File: config.mk
export PLATFORM = sky130hd
export DESIGN_NAME = deco_prefetch_queue
export DESIGN_NICKNAME = d
export VERILOG_FILES = /design/src/rtl/deco_pkg.sv /design/src/rtl/deco_fetch_fifo.sv /design/src/rtl/deco_prefetch_queue.sv
export SDC_FILE = /design/constraint.sdc
export NUM_CORES = 1
export LEC_CHECK = 0
export ABC_AREA = 1
export ABC_CLOCK_PERIOD_IN_PS = 3800
export CELL_PAD_IN_SITES_DETAIL_PLACEMENT = 0
export CELL_PAD_IN_SITES_GLOBAL_PLACEMENT = 1
export CORE_UTILIZATION = 40
export DETAILED_ROUTE_END_ITERATION = 10
export PLACE_DENSITY_LB_ADDON = 0.08
export SYNTH_ARGS = -nofsm -noshare
export SYNTH_HDL_FRONTEND = slang
export SYNTH_SLANG_ARGS = --single-unit
export TNS_END_PERCENT = 1
File: constraint.sdc
create_clock -name clk -period 3.8 [get_ports clk]
set_input_delay 1.14 -clock clk [delete_from_list [all_inputs] [get_ports clk]]
set_output_delay 1.14 -clock clk [all_outputs]
set_load 0.01 [all_outputs]
File: src/rtl/deco_pkg.sv
// Shared types for the decompressor prefetch queue: FIFO entry and in-flight tag layouts.
package deco_pkg;

    localparam int DECO_DATA_W = 32;
    localparam int DECO_ADDR_W = 32;
    localparam logic [DECO_DATA_W-1:0] DECO_HALT_INSTR = 32'h1EFF2FE1;

    typedef struct packed {
        logic [DECO_ADDR_W-1:0] pc;
        logic [DECO_DATA_W-1:0] instr;
    } fetch_entry_t;

    typedef struct packed {
        logic                   valid;
        logic [DECO_ADDR_W-1:0] pc;
    } inflight_tag_t;

endpackage

File: src/rtl/deco_fetch_fifo.sv
// Show-ahead FIFO of fetch entries with synchronous flush and occupancy count.
module deco_fetch_fifo
    import deco_pkg::*;
#(
    parameter int DEPTH = 4
) (
    input  logic                     clk_i,
    input  logic                     rst_ni,
    input  logic                     flush_i,
    input  logic                     push_i,
    input  fetch_entry_t             wdata_i,
    input  logic                     pop_i,
    output logic                     valid_o,
    output fetch_entry_t             rdata_o,
    output logic [$clog2(DEPTH):0]   count_o
);
    localparam int PW = $clog2(DEPTH);
    localparam int CW = PW + 1;

    fetch_entry_t    mem_q [DEPTH];
    logic [PW-1:0]   wr_ptr_q;
    logic [PW-1:0]   rd_ptr_q;
    logic [CW-1:0]   count_q;
    logic            do_push;
    logic            do_pop;

    assign do_pop  = pop_i && (count_q != '0);
    assign do_push = push_i && ((count_q != CW'(DEPTH)) || do_pop);

    always_ff @(posedge clk_i or negedge rst_ni) begin
        if (!rst_ni) begin
            wr_ptr_q <= '0;
            rd_ptr_q <= '0;
            count_q  <= '0;
        end else if (flush_i) begin
            wr_ptr_q <= '0;
            rd_ptr_q <= '0;
            count_q  <= '0;
        end else begin
            if (do_push) wr_ptr_q <= wr_ptr_q + PW'(1);
            if (do_pop)  rd_ptr_q <= rd_ptr_q + PW'(1);
            count_q <= count_q + CW'(do_push) - CW'(do_pop);
        end
    end

    // Storage carries no reset; the head is masked to zero whenever the FIFO is empty.
    always_ff @(posedge clk_i) begin
        if (do_push && !flush_i) mem_q[wr_ptr_q] <= wdata_i;
    end

    assign valid_o = (count_q != '0);
    assign rdata_o = valid_o ? mem_q[rd_ptr_q] : '0;
    assign count_o = count_q;

endmodule

File: src/rtl/deco_prefetch_queue.sv
// Prefetch queue: issues sequential PCs to the decompressor, tracks them in flight, buffers results.
// Optional halt-instruction detection is enabled by defining DECO_HALT_DETECT_EN.
module deco_prefetch_queue
    import deco_pkg::*;
#(
    parameter int                DATA_W   = DECO_DATA_W,
    parameter int                ADDR_W   = DECO_ADDR_W,
    parameter int                DEPTH    = 4,
    parameter int                PC_STEP  = 4,
    parameter logic [ADDR_W-1:0] RESET_PC = '0,
    parameter int                DECO_LAT = 1
`ifdef DECO_HALT_DETECT_EN
    ,
    parameter logic [DATA_W-1:0] HALT_INSTR = DECO_HALT_INSTR
`endif
) (
    input  logic                   clk,
    input  logic                   reset,
    output logic [ADDR_W-1:0]      deco_pc,
    input  logic [DATA_W-1:0]      deco_instr,
    output logic                   cpu_valid,
    input  logic                   cpu_ready,
    output logic [DATA_W-1:0]      cpu_instr,
    output logic [ADDR_W-1:0]      cpu_pc,
    input  logic                   redirect,
    input  logic [ADDR_W-1:0]      redirect_pc,
    output logic [$clog2(DEPTH):0] count
`ifdef DECO_HALT_DETECT_EN
    ,
    output logic                   halted
`endif
);
    localparam int CW = $clog2(DEPTH) + 1;

    inflight_tag_t     tag_q [DECO_LAT];
    inflight_tag_t     tag_d [DECO_LAT];
    logic [ADDR_W-1:0] deco_pc_q;
    logic [ADDR_W-1:0] deco_pc_d;
    logic [CW:0]       inflight;
    logic [CW-1:0]     fifo_count;
    logic              capture;
    logic              halt_hit;
    logic              halted_q;
    logic              issue;
    logic              credit_ok;
    logic              push;
    fetch_entry_t      push_entry;
    fetch_entry_t      head_entry;

    always_comb begin
        inflight = '0;
        for (int i = 0; i < DECO_LAT; i++) inflight = inflight + (CW+1)'(tag_q[i].valid);
    end

    // Credit counts both buffered and in-flight words so a capture always finds a free slot.
    assign credit_ok = ({1'b0, fifo_count} + inflight) < (CW+1)'(DEPTH);
    assign capture   = tag_q[DECO_LAT-1].valid;
    assign issue     = !redirect && !halted_q && !halt_hit && credit_ok;
    assign push      = capture && !redirect;

`ifdef DECO_HALT_DETECT_EN
    logic halted_d;
    assign halt_hit = capture && (deco_instr == HALT_INSTR);
    assign halted_d = redirect ? 1'b0 : (halt_hit ? 1'b1 : halted_q);

    always_ff @(posedge clk or negedge reset) begin
        if (!reset) halted_q <= 1'b0;
        else        halted_q <= halted_d;
    end

    assign halted = halted_q;
`else
    assign halt_hit = 1'b0;
    assign halted_q = 1'b0;
`endif

    always_comb begin
        for (int i = 0; i < DECO_LAT; i++) tag_d[i] = '0;
        tag_d[0].valid = issue;
        tag_d[0].pc    = deco_pc_q;
        for (int i = 1; i < DECO_LAT; i++) begin
            tag_d[i] = tag_q[i-1];
            if (redirect || halt_hit) tag_d[i].valid = 1'b0;
        end
    end

    assign deco_pc_d = redirect ? redirect_pc
                     : (issue ? deco_pc_q + ADDR_W'(PC_STEP) : deco_pc_q);

    always_ff @(posedge clk or negedge reset) begin
        if (!reset) begin
            deco_pc_q <= RESET_PC;
            for (int i = 0; i < DECO_LAT; i++) tag_q[i] <= '0;
        end else begin
            deco_pc_q <= deco_pc_d;
            for (int i = 0; i < DECO_LAT; i++) tag_q[i] <= tag_d[i];
        end
    end

    always_comb begin
        push_entry       = '0;
        push_entry.pc    = tag_q[DECO_LAT-1].pc;
        push_entry.instr = deco_instr;
    end

    deco_fetch_fifo #(
        .DEPTH (DEPTH)
    ) u_fifo (
        .clk_i   (clk),
        .rst_ni  (reset),
        .flush_i (redirect),
        .push_i  (push),
        .wdata_i (push_entry),
        .pop_i   (cpu_ready),
        .valid_o (cpu_valid),
        .rdata_o (head_entry),
        .count_o (fifo_count)
    );

    assign deco_pc   = deco_pc_q;
    assign cpu_pc    = head_entry.pc;
    assign cpu_instr = head_entry.instr;
    assign count     = fifo_count;

endmodule

Word-level counts from Yosys, hierarchy flattened
Memory sizes are Yosys's and may differ from the RTL's.
Cells that the tools add are included.
W data, S select, Z words.
{"block": "totals", "mem_count": 1, "elab_cells": 36, "reg_bits": 72, "ram_bits": 256, "out_inout_bits": 100, "inputBits": 68}
{"block": "classes", "n_reduce_logical": 11, "n_mux": 10, "add_sub_neg": 6, "order_cmp": 1, "n_eq_ne": 1}
{"name": "u_fifo.mem_q", "words": 4, "width": 64, "read_ports": 1, "rd_clocked_by_memory_dff": 0, "wr": 1, "line": "deco_fetch_fifo.sv:20", "source": "fetch_entry_t mem_q [DEPTH];"}
{"op": "$mux W32", "count": 2}
{"op": "$mux W64", "count": 1}
{"op": "$add A32 B3 Y32 const B", "count": 1}
{"op": "$mux W2", "count": 4}
{"op": "$reduce_bool A2 Y1", "count": 3}
{"op": "$logic_and A1 B1 Y1", "count": 5}
{"op": "$add A2 B1 Y2 const B", "count": 2}
{"op": "$add A3 B1 Y4", "count": 1}
{"op": "$lt A4 B3 Y1 const B", "count": 1}
{"op": "$add A3 B1 Y3", "count": 1}
{"op": "$mux W3", "count": 1}
{"op": "$ne A3 B3 Y1 const B", "count": 1}
{"op": "$reduce_bool A3 Y1", "count": 1}
{"op": "$sub A3 B1 Y3", "count": 1}
{"op": "$mux W1", "count": 2}
{"op": "$logic_not A1 Y1", "count": 1}
{"op": "$logic_or A1 B1 Y1", "count": 1}

Depth between registers and ports, before layout
{"block": "depth", "word_depth": 7, "depth_mapped": 10, "ltp_nobuf": 10}

Modules after synthesis
From an unflattened synthesis, not the netlist that was laid out.
{"block": "unflattened", "cells_unflattened": 1425, "area_unflattened_um2": 14295.0}
{"module": "deco_fetch_fifo", "cells_per_inst": 1010, "area_per_inst_um2": 11061.9, "seq_area_each_um2": 7862.5, "n_inst": 1}
{"module": "deco_prefetch_queue", "cells_per_inst": 415, "area_per_inst_um2": 3233.1, "seq_area_each_um2": 1626.6, "n_inst": 1}

Least setup slack after synthesis
No wires, ideal clock.
{"block": "synth_path", "path_kind": "input to register", "from": "in redirect", "to": "mem u_fifo.mem_q[0][0] (netlist name), enable pin", "required_time_ns": 3.314, "cell_stages": 4, "path_buffers": 1, "t_arrival_ns": 4.276, "setup_ns": 0.486, "slack_ns": -0.962, "cell_sequence": "buf_2 nor2_1 inv_1 nor2_1"}
{"block": "synth_between", "elab_chain_cells": 6}
{"element": "from (decl)", "line": "deco_prefetch_queue.sv:25", "source": "input logic redirect,"}
{"element": "$logic_not A1 Y1 *", "line": "deco_fetch_fifo.sv:48, deco_prefetch_queue.sv:59"}
{"element": "$logic_and A1 B1 Y1", "line": "deco_prefetch_queue.sv:59", "source": "assign push = capture && !redirect;"}
{"element": "$logic_and A1 B1 Y1", "line": "deco_fetch_fifo.sv:28", "source": "assign do_push = push_i && ((count_q != CW'(DEPTH)) || do_pop);"}
{"element": "$logic_and A1 B1 Y1 *", "line": "deco_fetch_fifo.sv:48", "source": "if (do_push && !flush_i) mem_q[wr_ptr_q] <= wdata_i;"}
{"element": "$mux W1 *", "line": "deco_fetch_fifo.sv:48"}
{"element": "$mux W1 (not written as such) *", "line": "deco_fetch_fifo.sv:48"}
{"element": "to (decl)", "line": "deco_fetch_fifo.sv:20"}
Mark *: on every way between the ends. The rest lies on a longest branch, timed or not.

Worst setup path after layout
{"block": "layout_path", "from": "reg u_fifo.rd_ptr_q[1]", "to": "out cpu_instr[13]"}
{"block": "layout_between", "elab_chain_cells": 2}
{"element": "from (decl)", "line": "deco_fetch_fifo.sv:22", "source": "logic [PW-1:0] rd_ptr_q;"}
{"element": "from (signal assigned)", "line": "deco_fetch_fifo.sv:41", "source": "if (do_pop) rd_ptr_q <= rd_ptr_q + PW'(1);"}
{"element": "$mem_v2 Z4 W64"}
{"element": "$mux W64", "line": "deco_fetch_fifo.sv:52", "source": "assign rdata_o = valid_o ? mem_q[rd_ptr_q] : '0;"}
{"element": "to (decl)", "line": "deco_prefetch_queue.sv:23", "source": "output logic [DATA_W-1:0] cpu_instr,"}
Every way passes these cells.

==> key figures <==
Outcome
  • Status: finished clean

Yosys
  • Synth unique cells: 30
  • Yosys reg bits: 328
  • Synthesis warning total: 0
  • Cells after Synth: 1,215
  • Post-synthesis sequential area ratio: 0.707
  • Average size of a mapped cell: 11.0 µm²
  • Mapped Area: 13,400 µm²
  • Syn Nets: 1,292

GRT
  • Global-route wire length before repair: 49,500 µm
  • Largest net degree at the start of global routing: 67
  • Antenna violations before repair: 0
  • Vias in the first global route: 9,024
  • Overflow after GRT: 0
  • Gr usage total: 0.189

Timing
  • Peak Freq: 274 MHz
  • Rel. slew slack: 0.531
  • Min Clock Period, post-route: 3650 ps
  • Clk_skew: 11.9 ps
  • Max Slew Vio Count: 0
  • Setup tns final: 0 ps
  • Final Hold Fails: 0
  • Slew of the pin with the lowest slew margin: 703 ps
  • RSZ-0062 raised after global routing: no
  • Final worst slack: 155 ps
  • Final setup vio count: 0
  • Final period util: 0.959

Pwr
  • Power density cells: 683 nW/µm²
  • Sw frac: 0.316
  • Sequential power share: 0.420
  • VDD IR max: 0.408 mV
  • Comb power frac: 0.293
  • Pleak: 6.23 nW
  • Power Total: 11.5 mW
  • Clk pwr share: 0.287
  • Internal power: 7.87 mW
  • Switching power: 3.63 mW

Routing
  • Remaining DRCs: 0
  • Post-Route WL: 31,800 µm
  • Detail Route Antenna Nets: 0
  • Wire per inst: 17.1 µm
  • 1st-iter DRT viols: 463
  • Pre-antenna DRT Iters: 5
  • Via count: 8,972
  • Via-to-Cell Ratio: 4.83

Final layout
  • Diode count: 0
  • Fin util: 0.514
  • Share of cells above drive strength 1: 0.0742
  • Final net count: 1,464
  • Layout area overhead: 25.6%
  • Non-Filler Instances: 1,857

Setup path
  • Crit path largest cell delay: 580 ps
  • Required time of the critical path: 2660 ps
  • Critical Path Stages: 6
  • Setup CP Type: flip-flop to output pin
  • Worst setup EP type: output pin
  • Crit-path cells: buf_6 > buf_4 > nor2_1 > o21ai_0 > a21oi_1 > clkdlybuf4s50_1
  • Top cell family by delay on the critical path: buffers and inverters
  • CP Buf/Inv Count: 3
  • Reg2Reg Depth: 10
  • CP arrival: 2510 ps
  • Worst Setup Start Kind: flip-flop
  • Crit path max fanout: 18
  • CP max stage cell: clkdlybuf4s50_1

Place
  • Pre-CTS WS: 480 ps
  • HPWL after DPL: 18,500 µm
  • Placed instance count: 1,789
  • PortBufs: 167
  • Global placer's final weighted congestion: 0.763

Die
  • Site Rows: 66
  • Core area: 32,800 µm²
  • Die Width: 185 µm
  • I/O pin total: 168
  • Die Y: 185 µm
  • Die ar.: 34,300 µm²
  • Initial Utilization: 0.409

Hold path
  • Hold crit path type: flip-flop to flip-flop
  • WHS Path Cells: 0

Clock tree
  • CTS clk-pin slew, worst paths: 60 ps
  • Sink Count: 328
  • CTS max path bufs: 3
  • CTS tree: yes
  • Root Driver: clkbuf_16
  • CTS Buf Count: 36
  • H-tree depth: 2
  • Latest clock arrival within the worst-skew pair: 510 ps

Job
  • Maxcap violations: 0
[logic make-up after synthesis]
group | after synthesis | synth area share
simple gates | 537 | 0.160
flops | 328 | 0.707
compound gates | 213 | 0.0801
buf+inv | 116 | 0.0362
xor+xnor | 12 | 0.00783
fa+ha+maj | 9 | 0.00895
[sequential cells by signal, summed over array words and instances (netlist names)]
| register | flops |
|---|---|
| u_fifo.mem_q | 256 |
| deco_pc | 32 |
| u_fifo.rd_ptr_q | 2 |
| push_entry | 32 |
| u_fifo.wr_ptr_q | 2 |
| capture | 1 |
| u_fifo.count_o | 3 |
[per-layer routing]
layer	up-vias	track usage	routed length, µm
met1	4290	0.251	14600
met3	31	0.0301	1280
met4	0	0.0466	484
met5	-	0	0
li1	4457	-	-
met2	194	0.324	15400
[power by group through the flow]
stage | Sequential [mW] | Clock (mW) | Combinational [mW]
after floorplan | 4.81 | 0 | 1.68
after global placement | 4.89 | 0 | 3.39
after detailed placement | 4.91 | 0 | 3.40
after CTS | 4.84 | 3.38 | 3.41
after global routing | 4.90 | 3.52 | 3.74
final | 4.83 | 3.30 | 3.38
[metrics by stage]
| stage | area [µm²] | hold slack [ps] |
|---|---|---|
| global placement | 15700 | 388 |
| finish | 16900 | 415 |
| detailed placement | 15700 | 406 |
| CTS | 16800 | 419 |
| global route | 16900 | 434 |
| floorplan | 13400 | 435 |
[placed cells by master (no fill, tap or decap), types with 2 or more instances in the layout]
master,Yosys,layout
a21oi_1,66,66
buf_12,0,7
buf_4,3,18
clkbuf_1,22,12
clkbuf_16,0,38
clkbuf_8,0,4
clkdlybuf4s50_1,0,166
clkinv_1,0,2
clkinv_2,0,5
dfrtp_1,72,70
dfrtp_4,0,2
edfxtp_1,256,256
ha_1,8,8
inv_1,55,54
inv_2,2,2
inv_6,0,3
nand2_1,177,177
nand2_2,2,2
nand2_4,2,2
nand3_1,40,40
nand3b_1,2,2
nor2_1,301,296
nor2_2,6,7
nor2_4,3,7
o211ai_1,2,2
o21ai_0,140,140
o21ai_1,3,3
xnor2_1,6,6
xor2_1,6,6
[path summary, 6_finish.rpt]
| path | slack, ps | endpoint | start |
|---|---|---|---|
| worst max-delay path | 150 | cpu_instr[13] | u_fifo.rd_ptr_q[1] |
| worst min-delay path | 410 | push_entry[33] | deco_pc[1] |
| worst max register to register | 1240 | u_fifo.count_o[2] | u_fifo.count_o[1] |
| min in group asynchronous | 670 | deco_pc[30] | reset |
| max in group asynchronous | 2420 | push_entry[42] | reset |
| worst min register to register | 410 | push_entry[33] | deco_pc[1] |
[cells in the mapped netlist (all sizes together)]
library cell / instances / area [µm²]
dfrtp: 72 / 1800
xor2: 6 / 52.6
nand3: 41 / 210
clkbuf: 22 / 82.6
ha: 8 / 100
inv: 57 / 214
or2: 1 / 6.26
buf: 37 / 189
o211ai: 2 / 15.0
nand3b: 2 / 15.0
o21ai: 143 / 716
xnor2: 6 / 52.6
o21bai: 1 / 7.51
nor3: 1 / 5.00
edfxtp: 256 / 7690
nand4: 1 / 6.26
nand2: 181 / 699
fa: 1 / 20.0
a31oi: 1 / 6.26
a21oi: 66 / 330
nor2: 310 / 1200
[cell type report]
type,count,area [µm²]
sequential,328,9500
fill,2900,15900
tap,442,553
clock buffer,53,1030
clock inverter,13,105
multi-input combinational,771,3480
timing repair buffer,193,1970
inverter,57,216
[timing repair]
action,4_1_cts,5_1_grt
resized for setup,2,1
hold buffers,0,0
setup buffers,0,1
gates cloned,0,1
endpoints found under the setup margin,12,13
(Power assumes the default switching activity.)
